**src/rtl/led_sched_pkg.sv**
```systemverilog
// Shared types and strip codes for the backlight LED frame sequencer.
package led_sched_pkg;

    localparam int unsigned ADDR_W = 7;
    localparam int unsigned CNT_W  = 6;
    localparam int unsigned GRB_W  = 24;

    typedef enum logic [2:0] {
        S_IDLE,
        S_FETCH,
        S_WAIT,
        S_DIM,
        S_OFFER,
        S_STRIP_END,
        S_LATCH
    } state_t;

    typedef logic [GRB_W-1:0] grb_t;

    localparam logic [1:0] STRIP_UP    = 2'd0;
    localparam logic [1:0] STRIP_DOWN  = 2'd1;
    localparam logic [1:0] STRIP_LEFT  = 2'd2;
    localparam logic [1:0] STRIP_RIGHT = 2'd3;

endpackage

```
**src/rtl/led_dim_mult.sv**
```systemverilog
// Registered 8x8 channel scaler: dimmed = (ch * scale) >> 8. Used only when LED_DIM_EN is defined.
module led_dim_mult (
    input  logic       clk,
    input  logic       rst_n,
    input  logic [7:0] ch,
    input  logic [7:0] scale,
    output logic [7:0] dimmed
);

    logic [15:0] prod;

    assign prod = 16'(ch) * 16'(scale);

    always_ff @(posedge clk or negedge rst_n) begin
        if (!rst_n) begin
            dimmed <= 8'd0;
        end else begin
            dimmed <= prod[15:8];
        end
    end

endmodule

```
**src/rtl/led_strip_scheduler.sv**
```systemverilog
// Frame sequencer walking the colour table strip by strip (UP, DOWN, LEFT, RIGHT) into one serializer.
// Optional LED_DIM_EN adds a brightness port and a registered per-channel dimming stage.
module led_strip_scheduler
    import led_sched_pkg::*;
#(
    parameter int unsigned UP_BASE    = 0,
    parameter int unsigned UP_LEN     = 32,
    parameter int unsigned DOWN_BASE  = 48,
    parameter int unsigned DOWN_LEN   = 32,
    parameter int unsigned LEFT_BASE  = 32,
    parameter int unsigned LEFT_LEN   = 16,
    parameter int unsigned RIGHT_BASE = 80,
    parameter int unsigned RIGHT_LEN  = 16,
    parameter int unsigned LATCH_CYC  = 6000
) (
    input  logic        clk,
    input  logic        rst_n,
    input  logic        frame_req,
    output logic [6:0]  rd_addr,
    input  logic [23:0] rd_data,
    output logic        px_valid,
    output logic [23:0] px_data,
    input  logic        px_ready,
    input  logic        ser_idle,
    output logic [1:0]  strip_sel,
    output logic        busy,
    output logic        frame_done,
    output logic        overrun
`ifdef LED_DIM_EN
    ,
    input  logic [7:0]  brightness
`endif
);

    localparam int unsigned LATCH_W = $clog2(LATCH_CYC + 1);

    state_t             state;
    logic               pending;
    logic [1:0]         strip;
    logic [CNT_W-1:0]   pix_cnt;
    logic [LATCH_W-1:0] latch_cnt;
    logic [ADDR_W-1:0]  base;
    logic [CNT_W-1:0]   len;

    assign strip_sel = strip;

    // Per-strip table window
    always_comb begin
        base = '0;
        len  = CNT_W'(1);
        case (strip)
            STRIP_UP:    begin base = ADDR_W'(UP_BASE);    len = CNT_W'(UP_LEN);    end
            STRIP_DOWN:  begin base = ADDR_W'(DOWN_BASE);  len = CNT_W'(DOWN_LEN);  end
            STRIP_LEFT:  begin base = ADDR_W'(LEFT_BASE);  len = CNT_W'(LEFT_LEN);  end
            STRIP_RIGHT: begin base = ADDR_W'(RIGHT_BASE); len = CNT_W'(RIGHT_LEN); end
            default:     begin base = '0;                  len = CNT_W'(1);         end
        endcase
    end

    len_nonzero: assert property (@(posedge clk) disable iff (!rst_n) len != '0)
        else $error("strip length of zero");

`ifdef LED_DIM_EN
    grb_t scaled;

    led_dim_mult u_dim_g (.clk(clk), .rst_n(rst_n), .ch(rd_data[23:16]), .scale(brightness), .dimmed(scaled[23:16]));
    led_dim_mult u_dim_r (.clk(clk), .rst_n(rst_n), .ch(rd_data[15:8]),  .scale(brightness), .dimmed(scaled[15:8]));
    led_dim_mult u_dim_b (.clk(clk), .rst_n(rst_n), .ch(rd_data[7:0]),   .scale(brightness), .dimmed(scaled[7:0]));
`endif

    always_ff @(posedge clk or negedge rst_n) begin
        if (!rst_n) begin
            state      <= S_IDLE;
            pending    <= 1'b0;
            strip      <= STRIP_UP;
            pix_cnt    <= '0;
            latch_cnt  <= '0;
            rd_addr    <= '0;
            px_valid   <= 1'b0;
            px_data    <= '0;
            busy       <= 1'b0;
            frame_done <= 1'b0;
            overrun    <= 1'b0;
        end else begin
            frame_done <= 1'b0;
            overrun    <= 1'b0;

            // One request may queue behind a running frame; a second one is dropped
            if (frame_req && state != S_IDLE) begin
                if (pending) overrun <= 1'b1;
                else         pending <= 1'b1;
            end

            case (state)
                S_IDLE: begin
                    if (frame_req || pending) begin
                        state   <= S_FETCH;
                        busy    <= 1'b1;
                        strip   <= STRIP_UP;
                        pix_cnt <= '0;
                        // A fresh request arriving while a queued one launches stays queued
                        pending <= pending & frame_req;
                    end
                end
                S_FETCH: begin
                    rd_addr <= base + ADDR_W'(pix_cnt);
                    state   <= S_WAIT;
                end
                S_WAIT: begin
`ifdef LED_DIM_EN
                    state    <= S_DIM;
`else
                    px_data  <= rd_data;
                    px_valid <= 1'b1;
                    state    <= S_OFFER;
`endif
                end
`ifdef LED_DIM_EN
                S_DIM: begin
                    px_data  <= scaled;
                    px_valid <= 1'b1;
                    state    <= S_OFFER;
                end
`endif
                S_OFFER: begin
                    if (px_ready) begin
                        px_valid <= 1'b0;
                        if (pix_cnt == len - CNT_W'(1)) begin
                            state <= S_STRIP_END;
                        end else begin
                            pix_cnt <= pix_cnt + CNT_W'(1);
                            state   <= S_FETCH;
                        end
                    end
                end
                S_STRIP_END: begin
                    if (ser_idle) begin
                        if (strip == STRIP_RIGHT) begin
                            latch_cnt <= LATCH_W'(LATCH_CYC - 1);
                            state     <= S_LATCH;
                        end else begin
                            strip   <= strip + 2'd1;
                            pix_cnt <= '0;
                            state   <= S_FETCH;
                        end
                    end
                end
                S_LATCH: begin
                    if (latch_cnt == '0) begin
                        frame_done <= 1'b1;
                        busy       <= 1'b0;
                        state      <= S_IDLE;
                    end else begin
                        latch_cnt <= latch_cnt - LATCH_W'(1);
                    end
                end
                default: begin
                    state    <= S_IDLE;
                    busy     <= 1'b0;
                    px_valid <= 1'b0;
                end
            endcase
        end
    end

endmodule
```
**config.mk**
```make
export PLATFORM = sky130hd
export DESIGN_NAME = led_strip_scheduler
export DESIGN_NICKNAME = d
export VERILOG_FILES = /design/src/rtl/led_sched_pkg.sv /design/src/rtl/led_dim_mult.sv /design/src/rtl/led_strip_scheduler.sv
export SDC_FILE = /design/constraint.sdc
export NUM_CORES = 1
export LEC_CHECK = 0
export ABC_AREA = 1
export ABC_CLOCK_PERIOD_IN_PS = 1800
export CAP_MARGIN = 20
export CORE_ASPECT_RATIO = 1.5
export CORE_MARGIN = 1.5
export CORE_UTILIZATION = 25
export CTS_CLUSTER_SIZE = 14
export DETAILED_ROUTE_END_ITERATION = 7
export PLACE_DENSITY = 0.5
export SYNTH_ARGS = -nofsm -noshare
export SYNTH_HDL_FRONTEND = slang
export SYNTH_SLANG_ARGS = --single-unit
```
**constraint.sdc**
```tcl
create_clock -name clk -period 1.8 [get_ports clk]
set_input_delay 0.27 -clock clk [delete_from_list [all_inputs] [get_ports clk]]
set_output_delay 0.27 -clock clk [all_outputs]
set_load 0.02 [all_outputs]
```
Word-level counts from Yosys, hierarchy flattened

Cells that the tools add are included.

Muxes and demuxes: 35
Add/subtract/negate cells: 5
Eq/ne operators: 17
Bitwise operators: 3
Reductions and logical operators: 19

Operator list:

| kind                  | number |
|---|---|
| $mux 13               | 3 |
| $mux 6                | 5 |
| $pmux 7 s4            | 1 |
| $pmux 13 s2           | 1 |
| $mux 3                | 6 |
| $pmux 3 s6            | 1 |
| $pmux 6 s3            | 1 |
| $ne 2x2->1 const B    | 8 |
| $logic_not 13->1      | 1 |
| $sub 13x1->13 const B | 1 |
| $pmux 6 s2            | 1 |
| $reduce_and 4->1      | 3 |
| $mux 1                | 10 |
| $eq 3x3->1 const B    | 3 |
| $reduce_or 4->1       | 2 |
| $add 7x6->7           | 1 |
| $add 6x1->6 const B   | 1 |
| $eq 6x6->1            | 1 |
| $mux 2                | 3 |
| $pmux 1 s3            | 2 |
| $reduce_and 6->1      | 1 |
| $reduce_bool 3->1     | 2 |
| $sub 6x1->6 const B   | 1 |
| $eq 2x2->1 const B    | 2 |
| other kinds (15)      | 18 |

Bits in registers: 60
Output and inout port bits: 37

Depth between registers and ports, before layout

Word-level depth: 8
Gate-level depth with buffers: 10

Worst setup path before layout

No wires, ideal clock.

Path kind: register to register
Start: register strip[0] (netlist: strip_sel[0])
End: register rd_addr[6]
Data required time: 1.717 ns
Stages on the path, launching flop included: 6
Slack: 0.139 ns
Period minus slack after synthesis: 1.661 ns
Arrival: 1.578 ns
Cell sequence: dfrtp_1 inv_1 ha_1 fa_1 xor2_1 o21ai_0

Longest elaborated chain between the ends: 3
Elaborated cells between the ends (all ways): 6

Ends and longest elaborated chain:

| item                                     | RTL line                   | RTL |
|---|---|---|
| start, declared                          | led_strip_scheduler.sv:39  | `logic [1:0] strip;` |
| start signal, assigned                   | led_strip_scheduler.sv:142 | `strip <= strip + 2'd1;` |
| $eq 2x2->1, or another cell as far along | led_strip_scheduler.sv:51  | `case (strip)` |
| $pmux 7 s4 (*)                           | led_strip_scheduler.sv:51  |  |
| $add 7x6->7 (*)                          | led_strip_scheduler.sv:106 | `rd_addr <= base + ADDR_W'(pix_cnt);` |
| end signal, assigned                     | led_strip_scheduler.sv:106 |  |
| end, declared                            | led_strip_scheduler.sv:19  | `output logic [6:0] rd_addr,` |

Every way passes the cells marked *; elsewhere a longest branch is shown, timed or not. The select of a mux whose other input is x is not followed.
A chain may end at the register's enable or synchronous reset.

Worst setup path after layout

Start: register strip[0] (netlist: strip_sel[0])
End: register pix_cnt[2]

Longest elaborated chain between the ends: 7
Elaborated cells between the ends (all ways): 12

Ends and longest elaborated chain:

| item                                     | RTL line                                              | RTL |
|---|---|---|
| $eq 2x2->1, or another cell as far along | led_strip_scheduler.sv:51, led_strip_scheduler.sv:138 |  |
| $reduce_or 2->1 (no line)                | --                                                    |  |
| $pmux 6 s2                               | led_strip_scheduler.sv:51                             |  |
| $sub 6x1->6                              | led_strip_scheduler.sv:128                            | `if (pix_cnt == len - CNT_W'(1)) begin` |
| $eq 6x6->1                               | led_strip_scheduler.sv:128                            |  |
| $ne 2x2->1 (no line)                     | --                                                    |  |
| $reduce_and 6->1 (no line) (*)           | --                                                    |  |
| end signal, assigned                     | led_strip_scheduler.sv:131                            | `pix_cnt <= pix_cnt + CNT_W'(1);` |
| end, declared                            | led_strip_scheduler.sv:40                             | `logic [CNT_W-1:0] pix_cnt;` |

Marked as above.

==> results.py <==
metrics = {
    "critical_path": {
        "rr_startpoint": "strip_sel[0]$_DFFE_PN0P_",
        "crit_type": "register to register",
        "endpoint_kind": "register",
        "worstPathArrival_ns": 1.85,
        "cp_num_buf_inv": 0,
        "path_delay_family": "compound AO/OA/AOI/OAI gates",
        "cp_max_fo": 8,
        "cp-start-kind": "register",
        "required_ns": 2.01,
        "crit_top_cell": "nand2_1",
        "slowest_stage": "dfrtp_1",
        "rrSetupSlack_ns": 0.17,
        "cp_slowest_stage_delay_ns": 0.42,
        "crit_chain": "ha_1 -> o21ai_0 -> nand2_1 -> a21oi_4 -> nand2_2 -> nand2_1 -> nand2_1",
        "critPathLaunch": "strip_sel[0]$_DFFE_PN0P_",
    },
    "clock_tree": {
        "cts_setup_buffers": 0,
        "cts_buffer_depth": 2,
        "root_buffer": "clkbuf_16",
        "tritoncts": "yes",
        "cts_buffers": 9,
        "h-tree-depth": 3,
        "numClockSinks": 60,
        "clk_latency_ns": 0.33,
        "clkTransAtPathRegs_ns": 0.05,
    },
    "detailed_routing": {
        "first_pass_iters": 4,
        "routed_wl_mm": 7.40,
        "drt_iter0_drc": 177,
        "vias": 2752,
        "ant_nets": 0,
        "viasPerCell": 4.36,
        "post_drt_wl_per_cell_um": 11.7,
        "drc": 0,
    },
    "die": {
        "fp.dieH_um": 138,
        "die-area_um2": 12800,
        "pin_count": 66,
        "core.rowCount": 49,
        "core_area_um2": 11900,
        "dieWidth_um": 93.0,
        "start_util_pct": 25.5,
    },
    "synth": {
        "yosysTopAreaCell": "dfrtp_1",
        "synth_cells": 394,
        "synth_ff_type": "dfrtp_1",
        "ys_async_sr_fraction_pct": 100,
        "synth_top_area_share_pct": 49.5,
        "yosysSeqAreaShare_pct": 49.5,
        "yosysUniqueCellTypes": 27,
        "synth_nets": 430,
        "synth_area_um2": 3040,
        "ys_ff_latch": 60,
        "yosysWarnings": 0,
        "yosys-top-cells-area": "dfrtp_1 49%, nand2_1 21%, nand3_1 4.3%, nor2_1 4.2%, inv_1 4.1%",
        "avgSynthCellArea_um2": 7.70,
        "synth_edf_count": 0,
    },
    "layout": {
        "seq_area_um2": 1500,
        "fin_cells": 631,
        "syn_to_final_growth_pct": 39.9,
        "num_antenna_cells": 0,
        "multi_input_area_um2": 1360,
        "nFillCells": 1267,
        "fin_nets": 509,
        "fin_area_um2": 4250,
        "post-route-util_pct": 35.7,
        "drive_gt1_share_pct": 9.62,
    },
    "pwr": {
        "sw_frac_of_total_pct": 39.8,
        "seqPwrFrac_pct": 32.0,
        "p_leak_nw": 2.04,
        "p_sw_mw": 2.81,
        "intPower_mw": 4.26,
        "p_comb_share_pct": 43.6,
        "p_per_area_nw_per_um2": 1660,
        "clockPowerShare_pct": 24.4,
        "vdd_drop_max_mv": 0.556,
        "power_mw": 7.07,
    },
    "sta": {
        "max_freq_ghz": 0.612,
        "finalClockSkew_ns": 0.00554,
        "setup_violations": 0,
        "slew_violations": 0,
        "grt_setup_unrepaired": "no",
        "hold_viol": 0,
        "fin_setup_tns_ns": 0,
        "fin_crit_ns": 1.63,
        "slew_headroom_pct": 64.6,
        "worstMarginPinSlew_ns": 0.531,
        "fin_crit_sh_pct": 90.7,
    },
    "worst_hold_path": {
        "hold_path.class": "primary input to async pin",
    },
    "placement": {
        "port_buffers": 65,
        "dpl.hpwl_mm": 5.61,
        "gp_congestion": 0.845,
        "place_inst": 614,
        "place_area_um2": 3930,
    },
    "flow_run": {
        "maxCapViolCount": 0,
    },
    "run_status": {
        "status": "complete, no violations",
    },
    "grt": {
        "grt_pass1_wl_mm": 12.4,
        "grt_usage_pct": 12.4,
        "grt_antenna_before_repair": 0,
        "grt_max_degree": 27,
        "grt-ovfl-total": 0,
        "grt_pass1_vias": 2655,
    },
}
[worst reg2reg max path: stages, from the launching register on]
cell	delay, ns
dfrtp_1	0.42
ha_1	0.28
o21ai_0	0.18
nand2_1	0.11
a21oi_4	0.26
nand2_2	0.14
nand2_1	0.09
nand2_1	0.05
[state kept, by name, summed over array words and instances (netlist names)]
name and cells:
pix_cnt 6, frame_done 1, pending 1, px_data 24, overrun 1, px_valid 1, latch_cnt 13, strip_sel 2
busy 1, state 3, rd_addr 7
[Yosys cell counts (2+ instances only)]
cell type  number
nand3_2         4
nor2_2          2
nand3b_1        4
o21ai_2         5
nand2_2         3
xnor2_1         2
dfrtp_1        60
a21oi_1         8
inv_1          33
buf_2           5
o21ai_0        18
nand3_1        26
nor2_1         34
ha_1            6
nand2_1       168
nor3_1          4
buf_6           2
[placed cells by master (no fill, tap or decap), types with 2 or more instances in the layout]
cell type	count
nand3_2	4
o21ai_0	18
dfrtp_1	60
a21oi_1	8
clkbuf_16	9
xnor2_1	2
buf_12	2
nand2_2	3
buf_4	8
clkinvlp_4	2
ha_1	6
o21ai_2	5
clkdlybuf4s50_1	64
nor2_2	2
clkinv_2	2
nand2_1	168
nand3b_1	4
nand3_1	26
inv_1	33
nor3_1	4
nor2_1	34
[kinds of logic after synthesis]
logic type,synth area share [%]
fa+ha+maj,3.13
compound gates,6.27
simple gates,34.2
flops,49.5
buf+inv,6.10
xor+xnor,0.866
[power by group through the flow]
stage | Sequential (mW) | Clock, mW | Combinational [mW]
6_report | 2.26 | 1.72 | 3.08
2_1_floorplan | 2.62 | 0 | 1.52
5_1_grt | 2.35 | 1.85 | 3.47
3_3_place_gp | 2.29 | 0 | 3.09
4_1_cts | 2.28 | 1.78 | 3.14
3_5_place_dp | 2.27 | 0 | 3.14
[final timing paths]
check / end / depth (start not counted)
setup / recovery: pix_cnt[2]$_DFFE_PN0P_ / 7
setup reg to reg: pix_cnt[2]$_DFFE_PN0P_ / 7
max in group asynchronous: latch_cnt[0]$_DFFE_PN0P_ / 3
hold / removal: rd_addr[6]$_DFFE_PN0N_ / 2
min in group clk: px_data[23]$_DFFE_PN0N_ / 2
hold reg to reg: px_data[23]$_DFFE_PN0N_ / 2
[area by class of cell]
type / count / share of cell area (%)
Multi-Input combinational cell: 291 / 32.1
Inverter: 35 / 3.15
Sequential cell: 60 / 35.3
Tap cell: 153 / 4.51
Clock inverter: 6 / 1.50
Timing Repair Buffer: 76 / 17.8
Clock buffer: 10 / 5.63
[per-stage QoR]
| step | worst slack (ns) | hold slack [ns] |
|---|---|---|
| final | 0.167 | 0.459 |
| after floorplan | 0.139 | -0.0256 |
| after CTS | 0.129 | 0.472 |
| after detailed placement | 0.0736 | 0.284 |
| after global placement | 0.129 | 0.279 |
| after global routing | 0.00154 | 0.481 |
[layer usage]
metal	vias to the layer above	track usage, %	routed length (um)	part of all wire [%]
met2	76	21.2	3710	50
met3	10	2.74	330	4.5
met1	1273	14.4	3170	43
li1	1393	-	-	-
met5	-	0	0	0
met4	0	6.73	195	2.6
[what timing repair did]
action,in CTS,in global routing
resized for setup,0,1
endpoints found under the hold margin,17,0
endpoints found under the setup margin,0,6
hold buffers,1,0
(Power assumes the default switching activity.)
